$ cat config.mk
export PLATFORM = sky130hd
export DESIGN_NAME = ps2_voice_alloc
export DESIGN_NICKNAME = d
export VERILOG_FILES = /design/src/rtl/ps2_pkg.sv /design/src/rtl/ps2_rx.sv /design/src/rtl/ps2_voice_alloc.sv
export SDC_FILE = /design/constraint.sdc
export NUM_CORES = 1
export LEC_CHECK = 0
export CAP_MARGIN = 30
export CORE_ASPECT_RATIO = 0.7
export CORE_MARGIN = 10
export CORE_UTILIZATION = 50
export DETAILED_ROUTE_END_ITERATION = 7
export PLACE_DENSITY_LB_ADDON = 0.05
export SYNTH_ARGS = -nofsm -noshare
export SYNTH_HDL_FRONTEND = slang
export SYNTH_SLANG_ARGS = --single-unit
$ cat constraint.sdc
create_clock -name CLOCK_50 -period 7.2 [get_ports CLOCK_50]
set_input_delay 1.44 -clock CLOCK_50 [delete_from_list [all_inputs] [get_ports CLOCK_50]]
set_output_delay 1.44 -clock CLOCK_50 [all_outputs]
set_load 0.02 [all_outputs]
$ cat src/rtl/ps2_pkg.sv
// Shared PS/2 constants: special scan codes, ignored controller responses,
// voice count and the receiver state encoding.
package ps2_pkg;

  localparam logic [7:0] SC_BREAK  = 8'hF0;
  localparam logic [7:0] SC_EXT    = 8'hE0;
  localparam logic [7:0] SC_NULL   = 8'h00;
  localparam logic [7:0] SC_BAT_OK = 8'hAA;
  localparam logic [7:0] SC_ECHO   = 8'hEE;
  localparam logic [7:0] SC_ACK    = 8'hFA;
  localparam logic [7:0] SC_RESEND = 8'hFE;
  localparam logic [7:0] SC_ERR    = 8'hFF;

  localparam int NUM_VOICES = 4;

  typedef enum logic [1:0] {
    RX_IDLE,
    RX_DATA,
    RX_PARITY,
    RX_STOP
  } rx_state_e;

  // Keyboard housekeeping bytes that never represent a key.
  function automatic logic is_ignored(input logic [7:0] code);
    return code inside {SC_NULL, SC_BAT_OK, SC_ECHO, SC_ACK, SC_RESEND, SC_ERR};
  endfunction

endpackage

$ cat src/rtl/ps2_rx.sv
// PS/2 frame receiver: synchronizes the raw lines, samples on PS2 clock falls,
// checks odd parity and stop bit, and aborts stalled frames after a timeout.
module ps2_rx
  import ps2_pkg::*;
#(
  parameter int TIMEOUT_CYC = 50000,
  parameter int SYNC_STAGES = 2    // must be at least 2
) (
  input  logic       clk,
  input  logic       rst_n,
  input  logic       ps2_clk,
  input  logic       ps2_dat,
  output logic [7:0] rx_byte,
  output logic       byte_valid,
  output logic       frame_err
);

  localparam int CW = $clog2(TIMEOUT_CYC + 1);

  logic [SYNC_STAGES-1:0] clk_sync, dat_sync;
  logic                   clk_prev;
  logic                   clk_s, dat_s, fall, expire;

  rx_state_e     state, state_n;
  logic [2:0]    bit_cnt, bit_cnt_n;
  logic [7:0]    shreg, shreg_n;
  logic          par, par_n;
  logic [CW-1:0] tcnt, tcnt_n;

  // Idle PS/2 lines are high, so the synchronizers reset to 1 to avoid a
  // phantom falling edge right after reset.
  always_ff @(posedge clk or negedge rst_n) begin
    if (!rst_n) begin
      clk_sync <= '1;
      dat_sync <= '1;
      clk_prev <= 1'b1;
    end else begin
      clk_sync <= {clk_sync[SYNC_STAGES-2:0], ps2_clk};
      dat_sync <= {dat_sync[SYNC_STAGES-2:0], ps2_dat};
      clk_prev <= clk_s;
    end
  end

  assign clk_s  = clk_sync[SYNC_STAGES-1];
  assign dat_s  = dat_sync[SYNC_STAGES-1];
  assign fall   = clk_prev & ~clk_s;
  // An edge arriving on the expiry cycle is served instead of aborting.
  assign expire = (state != RX_IDLE) && !fall && (tcnt == CW'(TIMEOUT_CYC - 1));

  always_ff @(posedge clk or negedge rst_n) begin
    if (!rst_n) begin
      state   <= RX_IDLE;
      bit_cnt <= '0;
      shreg   <= '0;
      par     <= 1'b0;
      tcnt    <= '0;
    end else begin
      state   <= state_n;
      bit_cnt <= bit_cnt_n;
      shreg   <= shreg_n;
      par     <= par_n;
      tcnt    <= tcnt_n;
    end
  end

  always_comb begin
    // NOTE: every combinational output gets a default first so no path can
    // leave one unassigned and infer a latch.
    state_n    = state;
    bit_cnt_n  = bit_cnt;
    shreg_n    = shreg;
    par_n      = par;
    byte_valid = 1'b0;
    frame_err  = 1'b0;

    unique case (state)
      RX_IDLE: begin
        if (fall && !dat_s) begin
          state_n   = RX_DATA;
          bit_cnt_n = '0;
        end
      end
      RX_DATA: begin
        if (fall) begin
          shreg_n   = {dat_s, shreg[7:1]};
          bit_cnt_n = bit_cnt + 3'd1;
          if (bit_cnt == 3'd7) state_n = RX_PARITY;
        end
      end
      RX_PARITY: begin
        if (fall) begin
          par_n   = dat_s;
          state_n = RX_STOP;
        end
      end
      RX_STOP: begin
        if (fall) begin
          state_n = RX_IDLE;
          if ((^{shreg, par}) && dat_s) byte_valid = 1'b1;
          else                          frame_err  = 1'b1;
        end
      end
      default: state_n = RX_IDLE;
    endcase

    if (expire) begin
      state_n   = RX_IDLE;
      frame_err = 1'b1;
    end

    if (fall || expire || state == RX_IDLE) tcnt_n = '0;
    else                                    tcnt_n = tcnt + CW'(1);
  end

  assign rx_byte = shreg;

endmodule

$ cat src/rtl/ps2_voice_alloc.sv
// Four-voice key allocator: tracks held make codes from a PS/2 keyboard,
// releases them on break codes and steals the oldest voice when all are busy.
module ps2_voice_alloc
  import ps2_pkg::*;
#(
  parameter int TIMEOUT_CYC = 50000,
  parameter int SYNC_STAGES = 2
) (
  input  logic       CLOCK_50,
  input  logic       RESET_N,
  input  logic       PS2_CLK,
  input  logic       PS2_DAT,
  output logic [7:0] scan_code1,
  output logic [7:0] scan_code2,
  output logic [7:0] scan_code3,
  output logic [7:0] scan_code4,
  output logic [3:0] voice_busy,
  output logic       frame_err,
  output logic       steal
);

  logic [7:0] rx_byte;
  logic       byte_valid, rx_err;

  ps2_rx #(
    .TIMEOUT_CYC(TIMEOUT_CYC),
    .SYNC_STAGES(SYNC_STAGES)
  ) u_rx (
    .clk       (CLOCK_50),
    .rst_n     (RESET_N),
    .ps2_clk   (PS2_CLK),
    .ps2_dat   (PS2_DAT),
    .rx_byte   (rx_byte),
    .byte_valid(byte_valid),
    .frame_err (rx_err)
  );

  logic [NUM_VOICES-1:0][7:0] voice, voice_n;
  logic [NUM_VOICES-1:0][1:0] age, age_n;
  logic                       ext, ext_n, brk, brk_n, steal_n;
  logic [NUM_VOICES-1:0]      busy, hit;
  logic                       any_free;
  logic [1:0]                 free_idx, old_idx, target;
  logic [1:0]                 old_age;

  always_comb begin
    any_free = 1'b0;
    free_idx = '0;
    old_idx  = '0;
    old_age  = age[0];
    for (int k = 0; k < NUM_VOICES; k++) begin
      busy[k] = (voice[k] != SC_BREAK);
      hit[k]  = (voice[k] == rx_byte);
    end
    // Descending scan so the lowest free index is the last one written.
    for (int k = NUM_VOICES - 1; k >= 0; k--) begin
      if (!busy[k]) begin
        any_free = 1'b1;
        free_idx = 2'(k);
      end
    end
    // Strict compare keeps the lowest index on equal ages.
    for (int k = 1; k < NUM_VOICES; k++) begin
      if (age[k] > old_age) begin
        old_age = age[k];
        old_idx = 2'(k);
      end
    end
    target = any_free ? free_idx : old_idx;
  end

  always_comb begin
    voice_n = voice;
    age_n   = age;
    ext_n   = ext;
    brk_n   = brk;
    steal_n = 1'b0;

    if (byte_valid) begin
      if (ext) begin
        ext_n = 1'b0;
        brk_n = 1'b0;
      end else if (rx_byte == SC_EXT) begin
        ext_n = 1'b1;
      end else if (rx_byte == SC_BREAK) begin
        brk_n = 1'b1;
      end else if (is_ignored(rx_byte)) begin
        brk_n = 1'b0;
      end else if (brk) begin
        brk_n = 1'b0;
        for (int k = 0; k < NUM_VOICES; k++)
          if (hit[k]) voice_n[k] = SC_BREAK;
      end else if (!(|hit)) begin
        voice_n[target] = rx_byte;
        steal_n         = !any_free;
        for (int k = 0; k < NUM_VOICES; k++) begin
          if (2'(k) == target)              age_n[k] = 2'd0;
          else if (busy[k] && age[k] != 2'd3) age_n[k] = age[k] + 2'd1;
        end
      end
    end
  end

  // NOTE: the voice table is only four registers and must read as silent the
  // instant reset asserts, so it is a reset flop array rather than a RAM.
  always_ff @(posedge CLOCK_50 or negedge RESET_N) begin
    if (!RESET_N) begin
      voice     <= {NUM_VOICES{SC_BREAK}};
      age       <= '0;
      ext       <= 1'b0;
      brk       <= 1'b0;
      frame_err <= 1'b0;
      steal     <= 1'b0;
    end else begin
      // NOTE: state registers use non-blocking assignments so every flop
      // samples the pre-edge values regardless of statement order.
      voice     <= voice_n;
      age       <= age_n;
      ext       <= ext_n;
      brk       <= brk_n;
      frame_err <= rx_err;
      steal     <= steal_n;
    end
  end

  assign scan_code1 = voice[0];
  assign scan_code2 = voice[1];
  assign scan_code3 = voice[2];
  assign scan_code4 = voice[3];
  assign voice_busy = busy;

endmodule
Word-level counts from Yosys, hierarchy flattened
Cells that the tools add are included.
{"block": "word_totals", "ff_bits": 79, "input_bits": 4, "output_inout_bits": 38, "word_cells": 179}
{"block": "op_classes", "addsub": 6, "magnitude_cmp": 5, "n_eq_ne": 40, "muxes": 61, "n_bitwise": 8, "n_reduce_logical": 39}
{"operator": "$mux 32", "n": 2}
{"operator": "$eq 8x8->1 const B", "n": 7}
{"operator": "$mux 2", "n": 23}
{"operator": "$mux 8", "n": 5}
{"operator": "$bwmux 32", "n": 1}
{"operator": "$eq 8x8->1", "n": 4}
{"operator": "$ne 8x8->1 const B", "n": 4}
{"operator": "$reduce_and 8->1", "n": 4}
{"operator": "$reduce_and 7->1", "n": 4}
{"operator": "$mux 1", "n": 24}
{"operator": "$add 16x1->16 const B", "n": 1}
{"operator": "$demux 8 s2", "n": 1}
{"operator": "$eq 16x16->1 const B", "n": 1}
{"operator": "$mux 16", "n": 1}
{"operator": "$ne 3x1->1 const B", "n": 5}
{"operator": "$ne 2x1->1 const B", "n": 6}
{"operator": "$ne 2x2->1 const B", "n": 6}
{"operator": "$reduce_bool 2->1", "n": 6}
{"operator": "$logic_and 1x1->1", "n": 9}
{"operator": "$reduce_xor 9->1", "n": 1}
{"operator": "$add 2x1->2 const B", "n": 4}
{"operator": "$logic_not 8->1", "n": 1}
{"operator": "$pmux 2 s4", "n": 1}
{"operator": "$not 1->1", "n": 7}
{"operator": "20 further kinds", "n": 31}

Logic depth before layout (Yosys ltp)
Gate-level depths: netlist (run 1).
{"block": "logic_depth", "depth_word": 14, "depth_mapped": 18, "ltp_nobuf": 17}

Cells and area by module
From an unflattened synthesis (run 1), not the netlist that was laid out.
{"block": "unflattened", "hier_cells": 444, "hier_area_um2": 4674.5}
{"mod": "ps2_voice_alloc", "instances": 1, "cells_per_inst": 296, "area_each_um2": 2986.6, "seq_area_each_um2": 1121.1}
{"mod": "ps2_rx", "instances": 1, "cells_per_inst": 148, "area_each_um2": 1687.9, "seq_area_each_um2": 882.1}

Worst setup path after synthesis (run 1)
Ideal clock, no wire load.
{"block": "synth_path", "path_type": "register -> register", "start": "reg age[2] (netlist bit)", "end": "reg voice, in the netlist scan_code4[0]", "setup_time_ns": 0.125, "arrival_ns": 3.750, "t_required_ns": 7.075, "setup_slack_ns": 3.326, "path_stages_with_launch": 18, "path_buffers": 0, "synth_period_minus_slack_ns": 3.874, "cell_sequence": "dfrtp_1 -> inv_1 -> ha_1 -> nand2_1 -> nor2_1 -> o32ai_1 -> ha_1 -> nor2b_1 -> or2_2 -> nand2_1 -> o21ai_0 -> ha_1 -> nor2b_1 -> a2bb2oi_1 -> o2111a_1 -> nand2_1 -> a211oi_4 -> mux2_2"}
{"block": "synth_via", "elab_chain_len": 14, "word_cells_on_any_way": 17, "cone_classes": "order compare: 5; mux: 11; reduce/logical: 1"}
{"item": "from (decl)", "line_no": "ps2_voice_alloc.sv:39", "rtl": "logic [NUM_VOICES-1:0][1:0] age, age_n;"}
{"item": "from (signal assigned)", "line_no": "ps2_voice_alloc.sv:118", "rtl": "age <= age_n;"}
{"item": "$gt 2x2->1", "line_no": "ps2_voice_alloc.sv:64", "rtl": "if (age[k] > old_age) begin"}
{"item": "$mux 2", "line_no": "ps2_voice_alloc.sv:64"}
{"item": "$gt 2x2->1", "line_no": "ps2_voice_alloc.sv:64"}
{"item": "$mux 2", "line_no": "ps2_voice_alloc.sv:64"}
{"item": "$gt 2x2->1", "line_no": "ps2_voice_alloc.sv:64"}
{"item": "$mux 2 (*)", "line_no": "ps2_voice_alloc.sv:64"}
{"item": "$mux 2 (*)", "line_no": "ps2_voice_alloc.sv:69", "rtl": "target = any_free ? free_idx : old_idx;"}
{"item": "$lt 2x3->1 (implied by the code) or $ge 2x1->1 (tied branches)", "line_no": "ps2_voice_alloc.sv:94", "rtl": "voice_n[target] = rx_byte;"}
{"item": "$logic_and 1x1->1 (implied by the code)", "line_no": "ps2_voice_alloc.sv:94"}
{"item": "$mux 8 (implied by the code)", "line_no": "ps2_voice_alloc.sv:94"}
{"item": "$demux 8 s2 (*)", "line_no": "ps2_voice_alloc.sv:94"}
{"item": "$bwmux 32 (*)", "line_no": "ps2_voice_alloc.sv:94"}
{"item": "$mux 32 (*)", "line_no": "ps2_voice_alloc.sv:93", "rtl": "end else if (!(|hit)) begin"}
{"item": "$mux 32 (*)", "line_no": "ps2_voice_alloc.sv:89", "rtl": "end else if (brk) begin"}
{"item": "to (signal assigned)", "line_no": "ps2_voice_alloc.sv:108", "rtl": "voice <= {NUM_VOICES{SC_BREAK}};"}
{"item": "to (signal assigned)", "line_no": "ps2_voice_alloc.sv:117", "rtl": "voice <= voice_n;"}
{"item": "to (decl)", "line_no": "ps2_voice_alloc.sv:38", "rtl": "logic [NUM_VOICES-1:0][7:0] voice, voice_n;"}
Every way passes the cells marked *; elsewhere a longest branch is shown, timed or not. The select of a mux whose other input is x is not followed.
A chain may end at the register's enable or synchronous reset.

Worst setup path in the final report (run 1)
{"block": "layout_path", "start": "reg age[2] (netlist bit)", "end": "reg age[3] (netlist bit)"}
{"block": "layout_via", "elab_chain_len": 10, "word_cells_on_any_way": 17, "cone_classes": "add/sub: 1; order compare: 3; eq/ne: 2; mux: 8; reduce/logical: 3"}
{"item": "$gt 2x2->1", "line_no": "ps2_voice_alloc.sv:64"}
{"item": "$mux 2", "line_no": "ps2_voice_alloc.sv:64"}
{"item": "$gt 2x2->1", "line_no": "ps2_voice_alloc.sv:64"}
{"item": "$mux 2", "line_no": "ps2_voice_alloc.sv:64"}
{"item": "$gt 2x2->1", "line_no": "ps2_voice_alloc.sv:64"}
{"item": "$mux 2", "line_no": "ps2_voice_alloc.sv:64"}
{"item": "$mux 2", "line_no": "ps2_voice_alloc.sv:69"}
{"item": "$eq 1x2->1", "line_no": "ps2_voice_alloc.sv:97", "rtl": "if (2'(k) == target) age_n[k] = 2'd0;"}
{"item": "$reduce_bool 2->1 (no source line)"}
{"item": "$reduce_and 8->1 (no source line)"}
Parallel ways exist; a longest one is shown, timed or not. The select of a mux whose other input is x is not followed.

==> impl_metrics.json, run 1 <==
{
  "numPortBuffers": 41,
  "status": "completed",
  "placed_cell_area_sq_um": 5190,
  "avgViaCountPerCell": 5.84,
  "hold_end": "u_rx.dat_sync[1]",
  "setup_ws_ns": 2.72,
  "ys_warn_count": 0,
  "min_path_cells": 0,
  "synth_nets": 497,
  "dp_slack_ns": 2.86,
  "place_congestion": 0.913,
  "fill_cells": 793,
  "syn_inst": 474,
  "clk_path_buf_depth": 2,
  "irDropWorstVdd_mv": 0.262,
  "firstDrtPassIters": 5,
  "cp_num_cells": 16,
  "max_stage_delay_ns": 0.62,
  "hold_viol_final": 0,
  "cts_resized": 0,
  "reg2reg_to": "age[3]",
  "fp.dieArea_sq_um": 13800,
  "postLayoutCellArea_sq_um": 5530,
  "rsz0062_at_grt": "false",
  "setup_viol": 0,
  "ys_types": 62,
  "nets": 526,
  "layout_common_cells": "dfrtp_1 (58), nor2_1 (45), xor2_1 (40), clkdlybuf4s50_1 (40)",
  "grt.total_usage_pct": 17.5,
  "fin_crit_ns": 4.48,
  "ys_seq_area_share_pct": 42.4,
  "power_uw": 1730,
  "htreeDepth": 3,
  "cts_buffers": 9,
  "area_delta_synth_final_pct": 16.9,
  "setup.worst_path.class": "register to register",
  "syn_area_per_cell_sq_um": 9.97,
  "dp_hpwl_mm": 8.41,
  "rrSetupSlack_ns": 2.72,
  "vias": 3690,
  "drive_gt1_share_pct": 15.0,
  "cts-root-buf": "clkbuf_16",
  "hp-class": "register to register",
  "antenna_left": 0,
  "cts.sinks": 79,
  "timing.rr.start": "age[2]",
  "report.final.slew_viol_count": 0,
  "max_slew_margin_pct": 53.9,
  "reg2reg_depth": 16,
  "final.setup_skew_ns": 0.00751,
  "drc": 0,
  "layout_commonest_cell": "dfrtp_1",
  "ys.flop_type": "dfrtp_1",
  "path_common_cell": "ha_1",
  "synth_area_sq_um": 4720,
  "clkLatencyLatePin_ns": 0.34,
  "tightestPinTransition_ns": 0.686,
  "tns_ns": 0,
  "tritoncts": "built",
  "cp_top_family": "compound AO/OA/AOI/OAI gates",
  "crit_chain": "inv_1 > ha_1 > nand2_1 > nor2_1 > o32ai_1 > ha_1 > nor2b_1 > or2_2 > o21ai_0 > ha_1 > nor2b_1 > a2bb2oi_1 > nor4_1 > o21ai_1 > a2111oi_0 > o22ai_1",
  "cp_max_fo": 9,
  "synthArstFlopShare_pct": 100,
  "wl_mm": 11.6,
  "ff_latch_area_sq_um": 2000,
  "hold_start": "u_rx.dat_sync[0]",
  "crit_buf_inv": 1,
  "whs_ns": 0.355,
  "die_y_um": 101,
  "diodes": 0,
  "globalRouteOverflowTotal": 0,
  "cp.arrival_ns": 4.66,
  "core_sq_um": 9140,
  "cap_viol_max_count": 0,
  "holdBufCountCts": 0,
  "die_w_um": 136,
  "grt_pass1_vias": 3635,
  "max_clock_freq_mhz": 223,
  "clkTransAtPathRegs_ns": 0.06,
  "io_pins": 42,
  "cp_slowest_cell": "a2111oi_0",
  "postCtsSetupBuffers": 0,
  "grt_pass1_wl_mm": 19.4,
  "power_density_nw_per_um2": 313,
  "synth_edf_count": 0,
  "avgRoutedWirePerCell_um": 18.4,
  "required_ns": 7.39,
  "antenna_found_initial": 0,
  "grt_max_degree": 64,
  "worstSetupEndpointType": "register",
  "multi_input_area_sq_um": 2480,
  "cp-start-kind": "register",
  "synth-seq-cells": 79,
  "rows": 29,
  "fin_crit_sh_pct": 62.2,
  "leakage_uw": 0.00253,
  "start_util_pct": 51.7,
  "dr.first_iter.drc_count": 241
}
==> cell families after synthesis <==
family,after synthesis,share of synthesized area [%]
flip-flops,79,42.4
adder cells (fa/ha/maj),19,5.03
AO/OA/AOI/OAI,68,9.90
multiplexers,45,10.9
XOR/XNOR,49,9.67
buffers and inverters,55,5.03
AND/OR/NAND/NOR,159,17.1
==> flip-flops by register name, summed over array words and instances, names as in the netlist <==
register / flops
u_rx.tcnt: 16
age: 8
scan_code1: 8
scan_code2: 8
scan_code3: 8
scan_code4: 8
u_rx.rx_byte: 8
u_rx.bit_cnt: 3
u_rx.clk_sync: 2
u_rx.dat_sync: 2
u_rx.state: 2
brk: 1
ext: 1
frame_err: 1
steal: 1
u_rx.clk_prev: 1
u_rx.par: 1
==> worst max-delay path by stage <==
stage           start            end  slack (ns)
6_report       age[2]         age[3]        2.72
3_5_place_dp   age[2]         age[3]        2.86
5_1_grt        age[1]         age[3]        2.32
3_3_place_gp   age[2]  scan_code4[2]        3.00
2_1_floorplan  age[2]  scan_code4[0]        3.33
4_1_cts        age[2]         age[3]        2.82
==> Yosys cell counts (4+ instances only) <==
cell      instances  share of area [%]
or2_2             4               0.53
ha_1             19                5.0
xnor2_1           7                1.3
nor2b_1           4               0.53
nand2_1          31                2.5
nand3_1          12                1.3
mux2_4            4                1.3
and4_1            4               0.74
nand4_1           9                1.2
xor2_1           40                7.4
dfrtp_1          58                 31
nor2_1           45                3.6
o21ai_0          18                1.9
nor4_1           17                2.3
nor3_1            9               0.95
o22ai_1           5               0.66
a21oi_1          16                1.7
dfstp_2          21                 12
and2_1            4               0.53
buf_2            10                1.1
mux2_2           23                5.5
clkbuf_1         11               0.87
inv_1            31                2.5
mux2i_1          14                3.0
and3_1            5               0.66
==> worst reg2reg max path, delay by kind of cell, from the launching register on <==
kind | cells | cell delay, ns
AOI/OAI and AO/OA | 6 | 1.84
and+or+nand+nor | 6 | 1.18
adders and majority gates | 3 | 0.80
DFF | 1 | 0.43
buffers and inverters | 1 | 0.07
==> cell type report <==
| class | instances | share of cell area [%] |
|---|---|---|
| clock buffer | 10 | 4.33 |
| timing repair buffer | 42 | 7.88 |
| tap | 124 | 2.81 |
| multi-input combinational | 340 | 45.0 |
| clock inverter | 6 | 1.68 |
| inverter | 31 | 2.11 |
| sequential | 79 | 36.3 |
==> routing by layer <==
metal / routed length (um) / up-vias / global-route usage (%)
li1: - / 1734 / -
met1: 5840 / 1815 / 26.0
met2: 4840 / 128 / 24.1
met3: 862 / 13 / 5.19
met4: 100 / 0 / 3.92
met5: 0 / - / 0
==> metrics by stage <==
stage / utilization [%] / cells
floorplan: - / 474
global placement: 56.5 / 615
detailed placement: 56.8 / 616
CTS: 60.4 / 632
global route: 60.4 / 632
finish: 60.4 / 632
==> power breakdown <==
group	internal (uW)	total [uW]	switching [uW]
logic	247	613	366
clock network	315	504	189
registers	499	615	116
Power figures use the tool's default switching activity.
==> run 2, diff against run 1 <==
- clock period: 7.2 -> 3.9 ns (I/O delays scaled with it)
==> impl_metrics.json, run 2 (synthesis gave the netlist of run 1 again) <==
{
  "grt_pass1_vias": 3592,
  "cts.sinks": 79,
  "nets": 546,
  "globalRouteOverflowTotal": 0,
  "dr.first_iter.drc_count": 425,
  "die_w_um": 136,
  "tightestPinTransition_ns": 0.691,
  "firstDrtPassIters": 5,
  "rrSetupSlack_ns": 0.12,
  "start_util_pct": 51.7,
  "leakage_uw": 0.00266,
  "cp.arrival_ns": 4.00,
  "cp-startpoint": "age[3]",
  "timing.rr.start": "age[3]",
  "place_inst": 628,
  "top_register": "u_rx.tcnt",
  "setup_viol": 0,
  "irDropWorstVdd_mv": 0.393,
  "multi_input_area_sq_um": 2620,
  "status": "completed",
  "clk_path_buf_depth": 2,
  "ff_latch_area_sq_um": 2000,
  "tritoncts": "built",
  "post-route-util_pct": 63.6,
  "cp_top_family": "compound AO/OA/AOI/OAI gates",
  "largest_reg_flops": 16,
  "postLayoutCellArea_sq_um": 5820,
  "wl_mm": 12.0,
  "hold_viol_final": 0,
  "htreeDepth": 3,
  "core_sq_um": 9140,
  "cap_viol_max_count": 0,
  "vias": 3778,
  "avgViaCountPerCell": 5.79,
  "placed_cell_area_sq_um": 5300,
  "whs_ns": 0.350,
  "io_pins": 42,
  "cts-root-buf": "clkbuf_16",
  "cp_slowest_cell": "a2111o_1",
  "layout_common_cells": "dfrtp_1 (58), nor2_1 (45), xor2_1 (40), clkdlybuf4s50_1 (40), nand2_1 (30)",
  "grt.total_usage_pct": 17.7,
  "power_uw": 3260,
  "setup.worst_path.class": "register to register",
  "place_congestion": 0.866,
  "clkTransAtPathRegs_ns": 0.06,
  "crit_buf_inv": 2,
  "rows": 29,
  "clkLatencyLatePin_ns": 0.34,
  "cp-start-kind": "register",
  "cts_buffers": 9,
  "antenna_left": 0,
  "antenna_found_initial": 0,
  "fin_crit_sh_pct": 96.9,
  "area_delta_synth_final_pct": 23.1,
  "grt_max_degree": 55,
  "numPortBuffers": 41,
  "hp-class": "input pin to asynchronous set/reset pin",
  "power_density_nw_per_um2": 561,
  "drive_gt1_share_pct": 21.4,
  "cp_num_cells": 17,
  "diodes": 0,
  "avgRoutedWirePerCell_um": 18.4,
  "die_y_um": 101,
  "drc": 0,
  "max_clock_freq_mhz": 265,
  "max_slew_margin_pct": 53.9,
  "cp_max_fo": 5,
  "required_ns": 4.13,
  "max_stage_delay_ns": 0.51,
  "grt_pass1_wl_mm": 19.5,
  "setup.worst_path.end": "scan_code1[0]",
  "dp_hpwl_mm": 8.64,
  "report.final.slew_viol_count": 0,
  "reg2reg_to": "scan_code1[0]",
  "worstSetupEndpointType": "register",
  "fp.dieArea_sq_um": 13800,
  "holdBufCountCts": 0,
  "fill_cells": 737,
  "layoutNonFillerInstCount": 652,
  "layout_commonest_cell": "dfrtp_1",
  "crit_chain": "buf_6 > ha_4 > nand2_1 > nor2_1 > o32ai_2 > ha_1 > nor2b_4 > or2_4 > o21ai_4 > ha_4 > nor2b_1 > a2bb2oi_2 > buf_6 > nor3_2 > a21oi_2 > a2111o_1 > mux2_4",
  "fin_crit_ns": 3.78,
  "final.setup_skew_ns": 0.00577,
  "reg2reg_depth": 17
}
run 2: cell types whose count changed in the layout (fill, tap and decap cells not counted), moves of 2 or more:
cell,before,now
buf_4,1,16
buf_6,0,4
ha_1,19,15
ha_4,0,4
mux2_4,4,8
mux2_2,23,20
inv_1,31,29
inv_2,0,2
nor3_1,9,7
nor3_2,0,2
run 2: how the worst min path moves through the flow:
stage                           from               end  slack (ns)  depth (start not counted)
floorplan           u_rx.clk_sync[0]  u_rx.clk_sync[1]        0.35                          0
finish                       RESET_N     u_rx.tcnt[15]        0.35                          1
global placement    u_rx.dat_sync[0]  u_rx.dat_sync[1]        0.35                          0
detailed placement  u_rx.dat_sync[0]  u_rx.dat_sync[1]        0.35                          0
global route        u_rx.dat_sync[0]  u_rx.dat_sync[1]        0.36                          0
CTS                          RESET_N     u_rx.tcnt[15]        0.36                          1
run 2: per-stage QoR:
step | setup WS [ns] | TNS, ns
2_1_floorplan | 0.0256 | 0
3_3_place_gp | 0.0255 | 0
3_5_place_dp | -0.198 | -4.06
4_1_cts | 0.0403 | 0
5_1_grt | -0.0344 | -0.165
6_report | 0.122 | 0
run 2: cell type report:
class                      count  area share (%)
clock buffer                  10            4.11
clock inverter                 6            1.18
inverter                      31            2.00
multi-input combinational    340            45.1
sequential                    79            34.4
tap                          124            2.67
timing repair buffer          62            10.5
run 2: layer usage:
layer	wire (um)	vias up	global-route usage (%)	share of wire, %
met5	0	-	0	0
met4	104	0	3.84	0.87
met3	797	15	5.34	6.6
met2	5130	105	24.6	43
met1	5950	1885	26.2	50
li1	-	1773	-	-
run 2: timing repair:
item                                    4_1_cts  5_1_grt
endpoints found under the setup margin       36       36
buffers inserted                              0        8
pin swaps                                     0       10
resized for setup                             6       25
hold endpoints to repair                      0        0
gates cloned                                  0        0
run 2: power breakdown:
group	internal, uW	switching, uW	leakage (uW)	total (uW)
registers	921	208	0.00101	1130
logic	534	731	0.00150	1260
clock network	516	352	0.000149	868
